**src/rtl/instruction_loader_pkg.sv**
```systemverilog
// Shared definitions for the debug-unit instruction loader: default widths,
// the program terminator word and the loader state encoding.
package instruction_loader_pkg;

  localparam int DATA_BITS_DEF = 32;
  localparam int BYTE_BITS_DEF = 8;

  // All-zeros word doubles as the halt instruction and the end-of-program marker.
  localparam logic [DATA_BITS_DEF-1:0] TERMINATOR = '0;

  typedef enum logic [1:0] {
    ST_IDLE = 2'd0,
    ST_LOAD = 2'd1,
    ST_END  = 2'd2
  } state_t;

endpackage

```
**src/rtl/instruction_loader_word_assembler.sv**
```systemverilog
// Packs UART bytes MSB-first into words; word/word_ready are combinational on the
// strobe that carries the last byte, so the word is usable on that same edge.
module instruction_loader_word_assembler
  import instruction_loader_pkg::*;
#(
  parameter int DATA_BITS = DATA_BITS_DEF,
  parameter int BYTE_BITS = BYTE_BITS_DEF
) (
  input  logic                 clk,
  input  logic                 rst_n,
  input  logic                 clear,
  input  logic                 shift_en,
  input  logic [BYTE_BITS-1:0] rx_byte,
  output logic                 word_ready,
  output logic [DATA_BITS-1:0] word
);

  localparam int BYTES_PER_WORD = DATA_BITS / BYTE_BITS;
  localparam int IDX_BITS       = $clog2(BYTES_PER_WORD);
  localparam logic [IDX_BITS-1:0] LAST_IDX = IDX_BITS'(BYTES_PER_WORD - 1);

  logic [IDX_BITS-1:0]            byte_idx;
  // Only the already-received bytes are stored; the last byte comes straight from rx_byte.
  logic [DATA_BITS-BYTE_BITS-1:0] shreg;

  assign word       = {shreg, rx_byte};
  assign word_ready = shift_en && (byte_idx == LAST_IDX);

  always_ff @(posedge clk or negedge rst_n) begin
    if (!rst_n) begin
      byte_idx <= '0;
      shreg    <= '0;
    end else if (clear) begin
      byte_idx <= '0;
      shreg    <= '0;
    end else if (shift_en) begin
      byte_idx <= byte_idx + 1'b1;
      shreg    <= word[DATA_BITS-BYTE_BITS-1:0];
    end
  end

endmodule

```
**src/rtl/instruction_loader.sv**
```systemverilog
// Assembles debug-UART bytes into instruction words and writes them to the fetch stage.
// One-cycle write strobe after the 4th byte; session ends on the zero terminator or overflow.
module instruction_loader
  import instruction_loader_pkg::*;
#(
  parameter int DATA_BITS         = DATA_BITS_DEF,
  parameter int BYTE_BITS         = BYTE_BITS_DEF,
  parameter int MEM_SIZE_IN_WORDS = 20
) (
  input  logic                                 i_clk,
  input  logic                                 i_reset,
  input  logic                                 i_start,
  input  logic                                 i_rx_valid,
  input  logic [BYTE_BITS-1:0]                 i_rx_byte,
  input  logic                                 i_full_mem,
  output logic                                 o_write_mem,
  output logic [DATA_BITS-1:0]                 o_instruction,
  output logic                                 o_busy,
  output logic                                 o_done,
  output logic                                 o_overflow,
  output logic [$clog2(MEM_SIZE_IN_WORDS+1)-1:0] o_word_count
);

  localparam int CNT_BITS = $clog2(MEM_SIZE_IN_WORDS + 1);
  localparam logic [CNT_BITS-1:0] CNT_MAX = CNT_BITS'(MEM_SIZE_IN_WORDS);

  state_t               state;
  state_t               state_nxt;
  logic                 start_session;
  logic                 shift_en;
  logic                 word_ready;
  logic                 word_is_term;
  logic [DATA_BITS-1:0] word;

  // i_start is only honoured outside LOAD, so a session cannot restart mid-word.
  assign start_session = i_start && (state != ST_LOAD);
  assign shift_en      = i_rx_valid && (state == ST_LOAD);
  assign word_is_term  = (word == DATA_BITS'(TERMINATOR));
  assign o_busy        = (state == ST_LOAD);

  instruction_loader_word_assembler #(
    .DATA_BITS (DATA_BITS),
    .BYTE_BITS (BYTE_BITS)
  ) word_assembler (
    .clk        (i_clk),
    .rst_n      (i_reset),
    .clear      (start_session),
    .shift_en   (shift_en),
    .rx_byte    (i_rx_byte),
    .word_ready (word_ready),
    .word       (word)
  );

  always_ff @(posedge i_clk or negedge i_reset) begin
    if (!i_reset) begin
      state <= ST_IDLE;
    end else begin
      state <= state_nxt;
    end
  end

  always_comb begin
    state_nxt = state;
    case (state)
      ST_IDLE, ST_END: begin
        if (i_start) state_nxt = ST_LOAD;
      end
      ST_LOAD: begin
        if (word_ready && (word_is_term || i_full_mem)) state_nxt = ST_END;
      end
      default: state_nxt = ST_IDLE;
    endcase
  end

  always_ff @(posedge i_clk or negedge i_reset) begin
    if (!i_reset) begin
      o_write_mem   <= 1'b0;
      o_instruction <= '0;
      o_done        <= 1'b0;
      o_overflow    <= 1'b0;
      o_word_count  <= '0;
    end else begin
      o_write_mem <= 1'b0;
      if (start_session) begin
        o_done       <= 1'b0;
        o_overflow   <= 1'b0;
        o_word_count <= '0;
      end else if (word_ready) begin
        if (!i_full_mem) begin
          o_write_mem   <= 1'b1;
          o_instruction <= word;
          if (o_word_count != CNT_MAX) o_word_count <= o_word_count + 1'b1;
        end
        // A terminator is a clean finish even when it could not be stored.
        if (word_is_term) begin
          o_done <= 1'b1;
        end else if (i_full_mem) begin
          o_overflow <= 1'b1;
        end
      end
    end
  end

endmodule

```
**config.mk**
```make
export PLATFORM = sky130hd
export DESIGN_NAME = instruction_loader
export DESIGN_NICKNAME = d
export VERILOG_FILES = /design/src/rtl/instruction_loader_pkg.sv /design/src/rtl/instruction_loader_word_assembler.sv /design/src/rtl/instruction_loader.sv
export SDC_FILE = /design/constraint.sdc
export NUM_CORES = 1
export LEC_CHECK = 0
export ABC_AREA = 0
export BUFFER_PORTS_ARGS = -buffer_cell sky130_fd_sc_hd__buf_2
export CORE_AREA = 2 2 59 116
export DETAILED_ROUTE_END_ITERATION = 8
export DIE_AREA = 0 0 61 118
export PLACE_DENSITY = 0.78
export REMOVE_ABC_BUFFERS = 1
export SLEW_MARGIN = 15
export SYNTH_ARGS = -nofsm -noshare
export SYNTH_HDL_FRONTEND = slang
export SYNTH_HIERARCHICAL = 1
export SYNTH_SLANG_ARGS = --single-unit
```
**constraint.sdc**
```tcl
create_clock -name i_clk -period 2.41 [get_ports i_clk]
set_clock_uncertainty 0.1 [all_clocks]
set_input_delay 0.3615 -clock i_clk [delete_from_list [all_inputs] [get_ports i_clk]]
set_output_delay 0.3615 -clock i_clk [all_outputs]
set_load 0.1 [all_outputs]
```
# == Word level (Yosys, flattened, before mapping) ==
# Index checks and enable logic that the tools add are counted.
# totals
wordCells,60
output_inout_bits,41
inputBits,13
regBits,68
# classes
n_mux,21
reduce_logical,18
n_eq_ne,9
add_sub_neg,2
n_bitwise,2
# op_table
cell,count
24-bit 2-to-1 mux,2
32-bit zero test,1
5-bit 2-to-1 mux,4
1-bit 2-to-1 mux,10
2-bit nonzero test,5
3-bit AND reduction,3
2-bit 2-to-1 mux,4
2-bit by 1-bit inequality test with 1-bit output (second input constant),3
5-bit by 1-bit adder with 5-bit output (second input constant),1
5-bit inequality test (second input constant),1
2-bit equality test (second input constant),2
1-bit logical AND,4
2-bit inequality test (second input constant),2
2-bit case mux with 2 select lines,1
2-bit AND reduction,2
2-bit by 1-bit adder with 2-bit output (second input constant),1
2-bit by 1-bit equality test with 1-bit output (second input constant),1
2-bit zero test,1
1-bit NOT,2
2-bit OR reduction,1
1-bit logical OR,1

# == Logic depth before layout (Yosys ltp) ==
# Gate-level depths: netlist of the first run.
# depth
depth_word,6
mapped_depth,11

# == Hierarchy ==
# The synthesis of the first run kept the hierarchy.
# by_module_without_submodules
mod,cells_each,instances,area_per_inst_um2,seq_area_each_um2
instruction_loader,131,1,1908.1,1051.0
instruction_loader_word_assembler,94,1,1153.6,650.6

# == Least setup slack after synthesis of the first run ==
# No wires, ideal clock.
# synth_path
kind,reg-to-reg
startpoint,register state[1]
endpoint,register o_instruction[0]
n_path_buf,4
path_stages_with_launch,12
synth_period_minus_slack_ns,3.017
setup_time_ns,0.126
required_ns,2.184
slack_ns,-0.607
arrival_ns,2.791
path_cell_list,dfrtp_1 > nand2b_2 > inv_1 > and2_1 > buf_6 > buf_12 > and2_1 > and2b_4 > and2_4 > buf_6 > buf_12 > mux2_4
# synth_between
elab_chain_cells,4
elab_cells_between_ends,7
classes_between,eq/ne (2); bitwise (1); reduce/logical (4)
# synth_rtl
element,line_no,rtl
start: declaration,instruction_loader.sv:27,state_t state;
start signal: assignment,instruction_loader.sv:58,state <= state_nxt;
2-bit by 1-bit equality test with 1-bit output,--,
named net o_busy,instruction_loader.sv:18,"output logic o_busy,"
1-bit logical AND,instruction_loader.sv:37,assign shift_en = i_rx_valid && (state == ST_LOAD);
named net shift_en,instruction_loader.sv:30,logic shift_en;
1-bit logical AND,instruction_loader_word_assembler.sv:27,assign word_ready = shift_en && (byte_idx == LAST_IDX);
named net word_ready,instruction_loader.sv:31,logic word_ready;
3-bit AND reduction (no line),--,
end signal: assignment,instruction_loader.sv:91,o_instruction <= word;
end: declaration,instruction_loader.sv:17,"output logic [DATA_BITS-1:0] o_instruction,"
# The timed path passes the listed nets, and every way through them passes these cells.
# A chain may end at the register's enable or synchronous reset.

# == Worst setup path in the final report of the first run ==
# layout_path
startpoint,register state[1]
endpoint,register o_instruction[24]
# layout_between
elab_chain_cells,4
elab_cells_between_ends,7
classes_between,eq/ne (2); bitwise (1); reduce/logical (4)
# layout_rtl
element,line_no
2-bit by 1-bit equality test with 1-bit output,instruction_loader.sv:37
1-bit logical AND,instruction_loader.sv:37
named net shift_en,instruction_loader.sv:30
1-bit logical AND,instruction_loader_word_assembler.sv:27
named net word_ready,instruction_loader.sv:31
3-bit AND reduction (no line),--
# The timed path passes the listed nets, and every way through them passes these cells.

==> results.sh, run 1 <==
export IMPL_path_clk_slew_ns=0.05
export IMPL_first_pass_iters=4
export IMPL_dp_hpwl_microns=3780
export IMPL_core_rowCount=41
export IMPL_wl_per_cell_microns=15.5
export IMPL_ctsResizeCount=0
export IMPL_max_clock_freq_mhz=434
export IMPL_io_pins=54
export IMPL_min_period_ns=2.30
export IMPL_drtAntennaViolNets=0
export IMPL_fillers=542
export IMPL_cap_violations=0
export IMPL_relSlewSlack_pct=67.6
export IMPL_critPathKind="flop to flop"
export IMPL_via_count=1860
export IMPL_timing_final_ws_setup_ns=0.108
export IMPL_outcome="finished, final reports clean"
export IMPL_place_congestion=0.810
export IMPL_synth_top_area_cell="dfrtp_1"
export IMPL_grt_overflow=0
export IMPL_antenna_found_initial=0
export IMPL_cp_required_ns=2.51
export IMPL_hp_class="input port to flop"
export IMPL_port_buffers=53
export IMPL_r2r_cells=8
export IMPL_cp_max_fo=33
export IMPL_grt_max_degree=69
export IMPL_worst_setup_path_end_kind="flop"
export IMPL_yosysWarnings=6
export IMPL_clock_path_buffers=2
export IMPL_hold_viol=0
export IMPL_ys_seq_elements=68
export IMPL_track_usage_pct=18.1
export IMPL_cts_root_buf="clkbuf_16"
export IMPL_pre_cts_ws_ns=0.162
export IMPL_netlist_area_sq_um=3060
export IMPL_critPathLaunchType="flop"
export IMPL_cts_inserted_buffers=9
export IMPL_rsz0062_at_grt="no"
export IMPL_synthDistinctLibCells=30
export IMPL_critPathArrivalTime_ns=2.41
export IMPL_syn_to_final_growth_pct=16.7
export IMPL_clk_latency_ns=0.32
export IMPL_vias_per_cell=5.08
export IMPL_yosysTopAreaCellShare_pct=55.6
export IMPL_synth_seq_area_share_pct=55.6
export IMPL_drtIter0Drc=62
export IMPL_die_h_microns=118
export IMPL_htreeDepth=3
export IMPL_grt_pass1_wl_microns=9520
export IMPL_synthCells=225
export IMPL_finalSetupViolCount=0
export IMPL_antennaDiodeCount=0
export IMPL_grt_pass1_vias=1936
export IMPL_synthTopCellsByArea="dfrtp_1, mux2_4, mux2i_1"
export IMPL_period_share_pct=95.5
export IMPL_core_area_sq_um=6310
export IMPL_hold_depth=2
export IMPL_start_util_pct=48.5
export IMPL_drive_gt1_share_pct=38.6
export IMPL_cts_tree="built"
export IMPL_avgSynthCellArea_sq_um=13.6
export IMPL_drc=0
export IMPL_dieArea_sq_um=7200
export IMPL_layout_nets=292
export IMPL_clock_sinks=68
export IMPL_tightest_slew_ns=0.490
export IMPL_slew_viol_final=0
export IMPL_finalWirelength_microns=5670
export IMPL_die_w_microns=61
## layer usage
layer	up-vias	GRT usage, %	wire length [microns]
met5	-	0	0
met4	0	9.92	151
met3	10	4.73	209
met2	44	28.4	3010
met1	941	22.0	2310
li1	865	-	-
## layout by cell type (no fill, tap or decap), types with 5 or more instances in the layout
master and count:
buf_2 53, dfrtp_1 68, clkbuf_16 9, nand2_1 7, inv_1 5, mux2_4 29, nor4_1 8, mux2i_1 25
nor2_1 32
## stage by stage
step | util [%] | hold slack, ns | TNS [ns] | instances | area (sq um)
floorplan | - | -0.0341 | -60.52 | 207 | 2870
detailed placement | 52.2 | 0.303 | 0 | 350 | 3290
finish | 56.6 | 0.155 | 0 | 366 | 3570
global route | 56.6 | 0.166 | 0 | 366 | 3570
CTS | 56.6 | 0.140 | 0 | 366 | 3570
global placement | 52.2 | 0.301 | 0 | 350 | 3290
## timing repair
action | CTS | global route
setup endpoints to repair | 0 | 0
buffers inserted | 0 | 0
hold endpoints to repair | 68 | 0
hold buffers | 1 | 0
## worst max-delay path: stages, from the launching register on
cell      delay, ns
dfrtp_1        0.37
nand2b_2       0.22
inv_1          0.12
and2_1         0.15
and2_1         0.21
and2b_4        0.21
and2_4         0.16
buf_12         0.23
mux2_2         0.37
## synthesized netlist by cell type
master,n
nand2_1,7
nand2_2,1
nor4_1,8
and2_1,2
and2_4,1
buf_2,2
buf_6,2
ha_1,3
xnor2_1,2
and3_1,1
nand4b_1,1
buf_12,5
nand2b_2,1
o31ai_1,3
xor2_1,3
nor2_2,1
clkbuf_1,1
buf_4,8
a31o_2,1
a21oi_1,2
mux2_4,29
dfrtp_1,68
nand4_1,3
nand3_1,3
mux2i_1,25
and2b_4,1
inv_1,5
o21ai_0,1
nor2_1,32
mux2_2,3
## path summary, 6_finish.rpt
path / start / slack [ns] / to
max: state[1] / 0.11 / o_instruction[24]
min: i_full_mem / 0.15 / state[0]
max reg2reg: state[1] / 0.11 / o_instruction[24]
min reg2reg: o_overflow / 0.37 / o_overflow
max in group asynchronous: i_reset / 1.42 / o_word_count[4]
min in group asynchronous: i_reset / 0.48 / o_instruction[10]
## registers in the layout, indices dropped and copies added, names as in the netlist
register,count
o_write_mem,1
o_overflow,1
state,2
o_done,1
o_instruction,32
word_assembler/shreg,24
o_word_count,5
word_assembler/byte_idx,2
## cell type report
cell class | count | area, sq um | area share [%]
inverters | 5 | 18.8 | 0.525
well taps | 86 | 108 | 3.01
clock buffers | 13 | 260 | 7.28
repair buffers | 58 | 330 | 9.24
flip-flops and latches | 68 | 1700 | 47.6
multi-input cells | 134 | 1140 | 32.0
clock inverters | 2 | 10.0 | 0.280
## logic make-up after synthesis
kind of cell             count (synthesis)  synth area share, %
multiplexers                            57                 23.5
buffers and inverters                   23                 7.03
AND/OR/NAND/NOR                         62                 9.73
flip-flops                              68                 55.6
XOR/XNOR                                 5                 1.43
adder cells (fa/ha/maj)                  3                 1.23
AO/OA/AOI/OAI                            7                 1.51
Power of run 1 is not shown: default switching activity piles up to over one toggle a cycle in this logic, so the estimate is an artifact.
==> inputs of run 2 (changes only) <==
--- a/config.mk
+++ b/config.mk
@@ -7,13 +7,12 @@
 export LEC_CHECK = 0
 export ABC_AREA = 0
 export BUFFER_PORTS_ARGS = -buffer_cell sky130_fd_sc_hd__buf_2
-export CORE_AREA = 2 2 59 116
+export CORE_AREA = 2 2 68 134
 export DETAILED_ROUTE_END_ITERATION = 8
-export DIE_AREA = 0 0 61 118
-export PLACE_DENSITY = 0.78
+export DIE_AREA = 0 0 70 136
+export PLACE_DENSITY = 0.59
 export REMOVE_ABC_BUFFERS = 1
 export SLEW_MARGIN = 15
 export SYNTH_ARGS = -nofsm -noshare
 export SYNTH_HDL_FRONTEND = slang
-export SYNTH_HIERARCHICAL = 1
 export SYNTH_SLANG_ARGS = --single-unit
==> run 2 against run 1 <==
  * Largest cell class unchanged
  * Sequential share of layout area grew 1.6 points
  * Setup slack gained 0.36 ns
  * Fmax is 18% higher
  * Clock-buffer cell count did not move
  * Worst hold slack better by 0.027 ns
  * Via count down 5.1%
  * Synthesized cell count down 16%
  * Utilization down 16 points
  * Cell count decreased by 3.8%
  * First-iteration DRC count increased by 37%
  * Design area down 3.3%
  * Non-clock buffer count unchanged
==> results.sh, run 2 <==
export IMPL_core_area_sq_um=8530
export IMPL_worst_setup_path_end_kind="flop"
export IMPL_hp_start="i_full_mem"
export IMPL_async_flop_share_pct=100
export IMPL_critPathLaunchType="flop"
export IMPL_synth_seq_area_share_pct=60.5
export IMPL_path_clk_slew_ns=0.05
export IMPL_cap_violations=0
export IMPL_dieArea_sq_um=9520
export IMPL_io_pins=54
export IMPL_r2r_cells=5
export IMPL_finalSetupViolCount=0
export IMPL_r2r_start="word_assembler.byte_idx[0]"
export IMPL_yosysWarnings=0
export IMPL_ys_seq_elements=68
export IMPL_grt_pass1_vias=1867
export IMPL_ctsResizeCount=0
export IMPL_critPathKind="flop to flop"
export IMPL_regMostFlops="o_instruction"
export IMPL_syn_to_final_growth_pct=22.9
export IMPL_track_usage_pct=13.0
export IMPL_critPathArrivalTime_ns=2.04
export IMPL_synth_top_area_cell="dfrtp_1"
export IMPL_endpoint="o_instruction[25]"
export IMPL_clk_latency_ns=0.32
export IMPL_path_cells="ha_1, nor2b_1, and2_4, buf_12, mux2_2"
export IMPL_first_pass_iters=4
export IMPL_wl_per_cell_microns=16.7
export IMPL_rsz0062_at_grt="no"
export IMPL_yosysTopAreaCellShare_pct=60.5
export IMPL_slew_viol_final=0
export IMPL_synthTopCellsByArea="dfrtp_1, mux2_4, a22o_1"
export IMPL_antenna_found_initial=0
export IMPL_drc=0
export IMPL_outcome="finished, final reports clean"
export IMPL_die_h_microns=136
export IMPL_reg2reg_slack_ns=0.46
export IMPL_place_area_sq_um=3180
export IMPL_grt_pass1_wl_microns=9590
export IMPL_drtIter0Drc=85
export IMPL_cp_max_fo=20
export IMPL_fillers=828
export IMPL_avgSynthCellArea_sq_um=14.9
export IMPL_multiInputGateArea_sq_um=1010
export IMPL_place_congestion=0.760
export IMPL_start_util_pct=33.0
export IMPL_relSlewSlack_pct=60.5
export IMPL_period_share_pct=80.7
export IMPL_tightest_slew_ns=0.592
export IMPL_layout_nets=264
export IMPL_max_clock_freq_mhz=514
export IMPL_hold_viol=0
export IMPL_clock_sinks=68
export IMPL_cts_tree="built"
export IMPL_grt_max_degree=45
export IMPL_postCtsSetupBuffers=0
export IMPL_netlist_area_sq_um=2810
export IMPL_finalWirelength_microns=5890
export IMPL_drtAntennaViolNets=0
export IMPL_seq_area_sq_um=1700
export IMPL_synthDistinctLibCells=33
export IMPL_mostFrequentLayoutCell="dfrtp_1"
export IMPL_largest_reg_flops=32
export IMPL_clock_path_buffers=2
export IMPL_final_cell_mix="dfrtp_1, buf_2, mux2_4"
export IMPL_slowest_stage="and2_4"
export IMPL_slowest_delay_ns=0.37
export IMPL_tns_ns=0
export IMPL_startpoint="word_assembler.byte_idx[0]"
export IMPL_stdcell_area_sq_um=3460
export IMPL_hp_class="input port to flop"
export IMPL_antennaDiodeCount=0
export IMPL_dp_hpwl_microns=4220
export IMPL_r2r_end="o_instruction[25]"
export IMPL_cts_inserted_buffers=9
export IMPL_die_w_microns=70
export IMPL_drive_gt1_share_pct=42.1
export IMPL_htreeDepth=3
export IMPL_grt_overflow=0
export IMPL_cts_hold_buf=1
export IMPL_synthCells=189
export IMPL_synth_edf_count=0
export IMPL_top_regs="o_instruction (32), word_assembler.shreg (24), o_word_count (5)"
export IMPL_dominantRegCellSynth="dfrtp_1"
export IMPL_via_count=1766
export IMPL_core_rowCount=48
export IMPL_port_buffers=53
export IMPL_post_synth_top_count_cell="dfrtp_1"
export IMPL_min_period_ns=1.95
export IMPL_synthTopCellsByCount="dfrtp_1, mux2_4, a22o_1"
export IMPL_cp_required_ns=2.51
export IMPL_cts_root_buf="clkbuf_16"
export IMPL_vias_per_cell=5.02
run 2: cell count changes after synthesis, sizes merged, moves of 2 or more:
cell / before / now
a22o: 0 / 26
buf: 17 / 9
mux2i: 25 / 1
nand2: 8 / 6
nand3: 3 / 6
nor2: 33 / 5
xor2: 3 / 1
run 2: metal layers:
metal	vias to the layer above	track usage, %	share of wire (%)
li1	815	-	-
met5	-	0	0
met4	0	7.80	3.4
met1	889	15.4	40
met2	46	21.6	52
met3	16	2.45	3.9
run 2: critical path: cells and delay by family, from the launching register on:
| kind | cells | cell delay [ns] |
|---|---|---|
| adders and majority gates | 1 | 0.18 |
| buffers and inverters | 1 | 0.23 |
| DFF | 1 | 0.36 |
| muxes | 1 | 0.35 |
| and+or+nand+nor | 2 | 0.59 |
run 2: logic make-up after synthesis:
| family | synth area share [%] |
|---|---|
| adder cells (fa/ha/maj) | 1.33 |
| flip-flops | 60.5 |
| XOR/XNOR | 0.623 |
| AND/OR/NAND/NOR | 7.07 |
| multiplexers | 17.2 |
| AO/OA/AOI/OAI | 9.83 |
| buffers and inverters | 3.47 |
run 2: per-stage QoR:
stage                     hold slack (ns)  cells  util [%]  setup WS [ns]
after floorplan                   -0.0341    179         -          0.115
after global placement              0.295    336      37.2          0.520
after detailed placement            0.298    336      37.2          0.467
after CTS                           0.177    352      40.5          0.458
after global routing                0.176    352      40.5          0.358
final                               0.182    352      40.5          0.464
run 2: final cells by class:
| class | instances | area share [%] |
|---|---|---|
| multi-input cells | 107 | 29.3 |
| clock inverters | 2 | 0.290 |
| flip-flops and latches | 68 | 49.2 |
| repair buffers | 58 | 9.56 |
| well taps | 100 | 3.62 |
| clock buffers | 13 | 7.53 |
| inverters | 4 | 0.434 |
run 2: how the worst min path moves through the flow:
stage | to | slack [ns] | cells after the start
floorplan | o_done | -0.03 | 0
global placement | o_instruction[16] | 0.29 | 1
detailed placement | o_instruction[6] | 0.30 | 1
CTS | state[0] | 0.18 | 2
global route | state[0] | 0.18 | 2
finish | state[0] | 0.18 | 2
Power of run 2 is left out for the same reason.
==> inputs of run 3 (changes only) <==
==> constraint.sdc (replaced) <==
create_clock -name i_clk -period 1.73 [get_ports i_clk]
set_clock_uncertainty 0.1 [all_clocks]
set_input_delay 0.2595 -clock i_clk [delete_from_list [all_inputs] [get_ports i_clk]]
set_output_delay 0.2595 -clock i_clk [all_outputs]
set_load 0.1 [all_outputs]
==> run 3 against run 2 <==
  * Non-clock buffer count up 4
  * Setup slack lost 0.37 ns
  * Design area is 3.0% higher
  * Utilization up 1.2 points
  * Worst hold slack got worse by 0.11 ns
  * Fmax grew 19%
  * Clock-buffer cell count shrank 2
  * Routed wire length grew 2.3%
  * Sequential share of layout area decreased by 1.5 points
  * Via count decreased by 0.11%
  * Cell count is 1.4% higher
  * First-iteration DRC count rose by 21%
  * Critical path type unchanged
  * Largest cell class unchanged
  * Highest routed layer unchanged
==> results.sh, run 3 (synthesis results as in run 2) <==
export IMPL_vias_per_cell=4.94
export IMPL_die_w_microns=70
export IMPL_cts_root_buf="clkbuf_16"
export IMPL_r2r_end="o_instruction[28]"
export IMPL_rsz0062_at_grt="no"
export IMPL_syn_to_final_growth_pct=26.6
export IMPL_path_cells="ha_1, nor2b_2, and2_4, buf_12, mux2_2"
export IMPL_hp_start="i_full_mem"
export IMPL_start_util_pct=33.0
export IMPL_relSlewSlack_pct=67.2
export IMPL_dr_max_layer_used="met4"
export IMPL_hold_depth=2
export IMPL_tightest_slew_ns=0.495
export IMPL_critPathLaunchType="flop"
export IMPL_r2r_cells=5
export IMPL_path_clk_slew_ns=0.05
export IMPL_die_h_microns=136
export IMPL_hp_class="input port to flop"
export IMPL_grt_pass1_vias=1865
export IMPL_core_area_sq_um=8530
export IMPL_cp_required_ns=1.83
export IMPL_clk_latency_ns=0.32
export IMPL_clock_sinks=68
export IMPL_antennaDiodeCount=0
export IMPL_max_clock_freq_mhz=613
export IMPL_min_to="state[0]"
export IMPL_min_period_ns=1.63
export IMPL_drive_gt1_share_pct=44.4
export IMPL_regMostFlops="o_instruction"
export IMPL_slowest_stage="dfrtp_1"
export IMPL_port_buffers=53
export IMPL_wl_met1_microns=2530
export IMPL_cts_inserted_buffers=9
export IMPL_period_share_pct=94.3
export IMPL_finalSetupViolCount=0
export IMPL_place_congestion=0.750
export IMPL_postCtsSetupBuffers=0
export IMPL_routed_wl_met2_microns=3180
export IMPL_tns_ns=0
export IMPL_hold_viol=0
export IMPL_drtAntennaViolNets=0
export IMPL_antenna_found_initial=0
export IMPL_wl_per_cell_microns=16.9
export IMPL_cp_max_fo=18
export IMPL_grt_max_degree=69
export IMPL_r2r_start="word_assembler.byte_idx[0]"
export IMPL_path_buf_inv=1
export IMPL_io_pins=54
export IMPL_final_cell_mix="dfrtp_1, buf_2, mux2_4"
export IMPL_slowest_delay_ns=0.35
export IMPL_mostFrequentLayoutCell="dfrtp_1"
export IMPL_via_count=1764
export IMPL_finalWirelength_microns=6030
export IMPL_largest_reg_flops=32
export IMPL_dieArea_sq_um=9520
export IMPL_drtIter0Drc=103
export IMPL_track_usage_pct=13.5
export IMPL_htreeDepth=3
export IMPL_grt_overflow=0
export IMPL_dp_hpwl_microns=4220
export IMPL_core_rowCount=48
export IMPL_drc=0
export IMPL_cts_tree="built"
export IMPL_critPathArrivalTime_ns=1.73
export IMPL_reg2reg_slack_ns=0.1
export IMPL_layout_nets=268
export IMPL_grt_pass1_wl_microns=9880
export IMPL_outcome="finished, final reports clean"
export IMPL_clock_path_buffers=2
export IMPL_slew_viol_final=0
export IMPL_crit_family="flip-flops"
export IMPL_worst_setup_path_end_kind="flop"
export IMPL_wl_met3_microns=195
export IMPL_first_pass_iters=4
export IMPL_cap_violations=0
export IMPL_fillers=817
export IMPL_critPathKind="flop to flop"
export IMPL_top_regs="o_instruction (32), word_assembler.shreg (24), o_word_count (5)"
-- run 3: cell count changes in the layout (fill, tap and decap cells not counted), sizes merged --
| cell | change |
|---|---|
| clkbuf | -2 |
| clkinv | +2 |
| buf | +4 |
| bufinv | +1 |
-- run 3: worst max path at each step --
| stage | from | endpoint | slack [ns] | cells after the start |
|---|---|---|---|---|
| final | word_assembler.byte_idx[0] | o_instruction[28] | 0.1 | 5 |
| after global routing | word_assembler.byte_idx[0] | o_instruction[25] | 0.01 | 5 |
| after CTS | word_assembler.byte_idx[0] | o_instruction[28] | 0.05 | 5 |
| after detailed placement | word_assembler.byte_idx[0] | o_instruction[31] | 0.07 | 5 |
| after global placement | word_assembler.byte_idx[0] | o_instruction[26] | 0.11 | 5 |
| after floorplan | state[1] | o_instruction[25] | -0.56 | 3 |
-- run 3: layout make-up --
type                            instances  area (sq um)  area share, %
Tap cell                              100           125           3.51
Inverter                                4          15.0          0.422
Clock inverter                          5          50.0           1.41
Timing Repair Buffer                   62           400           11.2
Sequential cell                        68          1700           47.8
Clock buffer                           11           253           7.10
Multi-Input combinational cell        107          1020           28.5
-- run 3: layer usage --
metal	vias up	GRT usage (%)
met1	895	17.0
met2	41	22.1
met3	7	2.89
met4	0	6.41
li1	821	-
met5	-	0
-- run 3: timing repair --
item | 4_1_cts | 5_1_grt
hold endpoints to repair | 68 | 0
setup endpoints to repair | 0 | 7
resized for setup | 0 | 1
hold buffers | 1 | 0
-- run 3: worst register-to-register path: stages, from the launching register on --
cell	delay, ns
dfrtp_1	0.35
ha_1	0.18
nor2b_2	0.16
and2_4	0.18
buf_12	0.18
mux2_2	0.36
-- run 3: metrics by stage --
step                      utilization [%]  cell area, sq um  setup slack (ns)  instances  hold slack (ns)
after CTS                            41.7              3560            0.0508        357           0.0538
after global routing                 41.8              3560            0.0101        357           0.0719
after floorplan                         -              2730            -0.565        179           -0.136
after detailed placement             38.1              3250            0.0698        340            0.206
after global placement               38.1              3250             0.106        340            0.201
final                                41.8              3560            0.0983        357           0.0698
Power of run 3 is left out for the same reason.
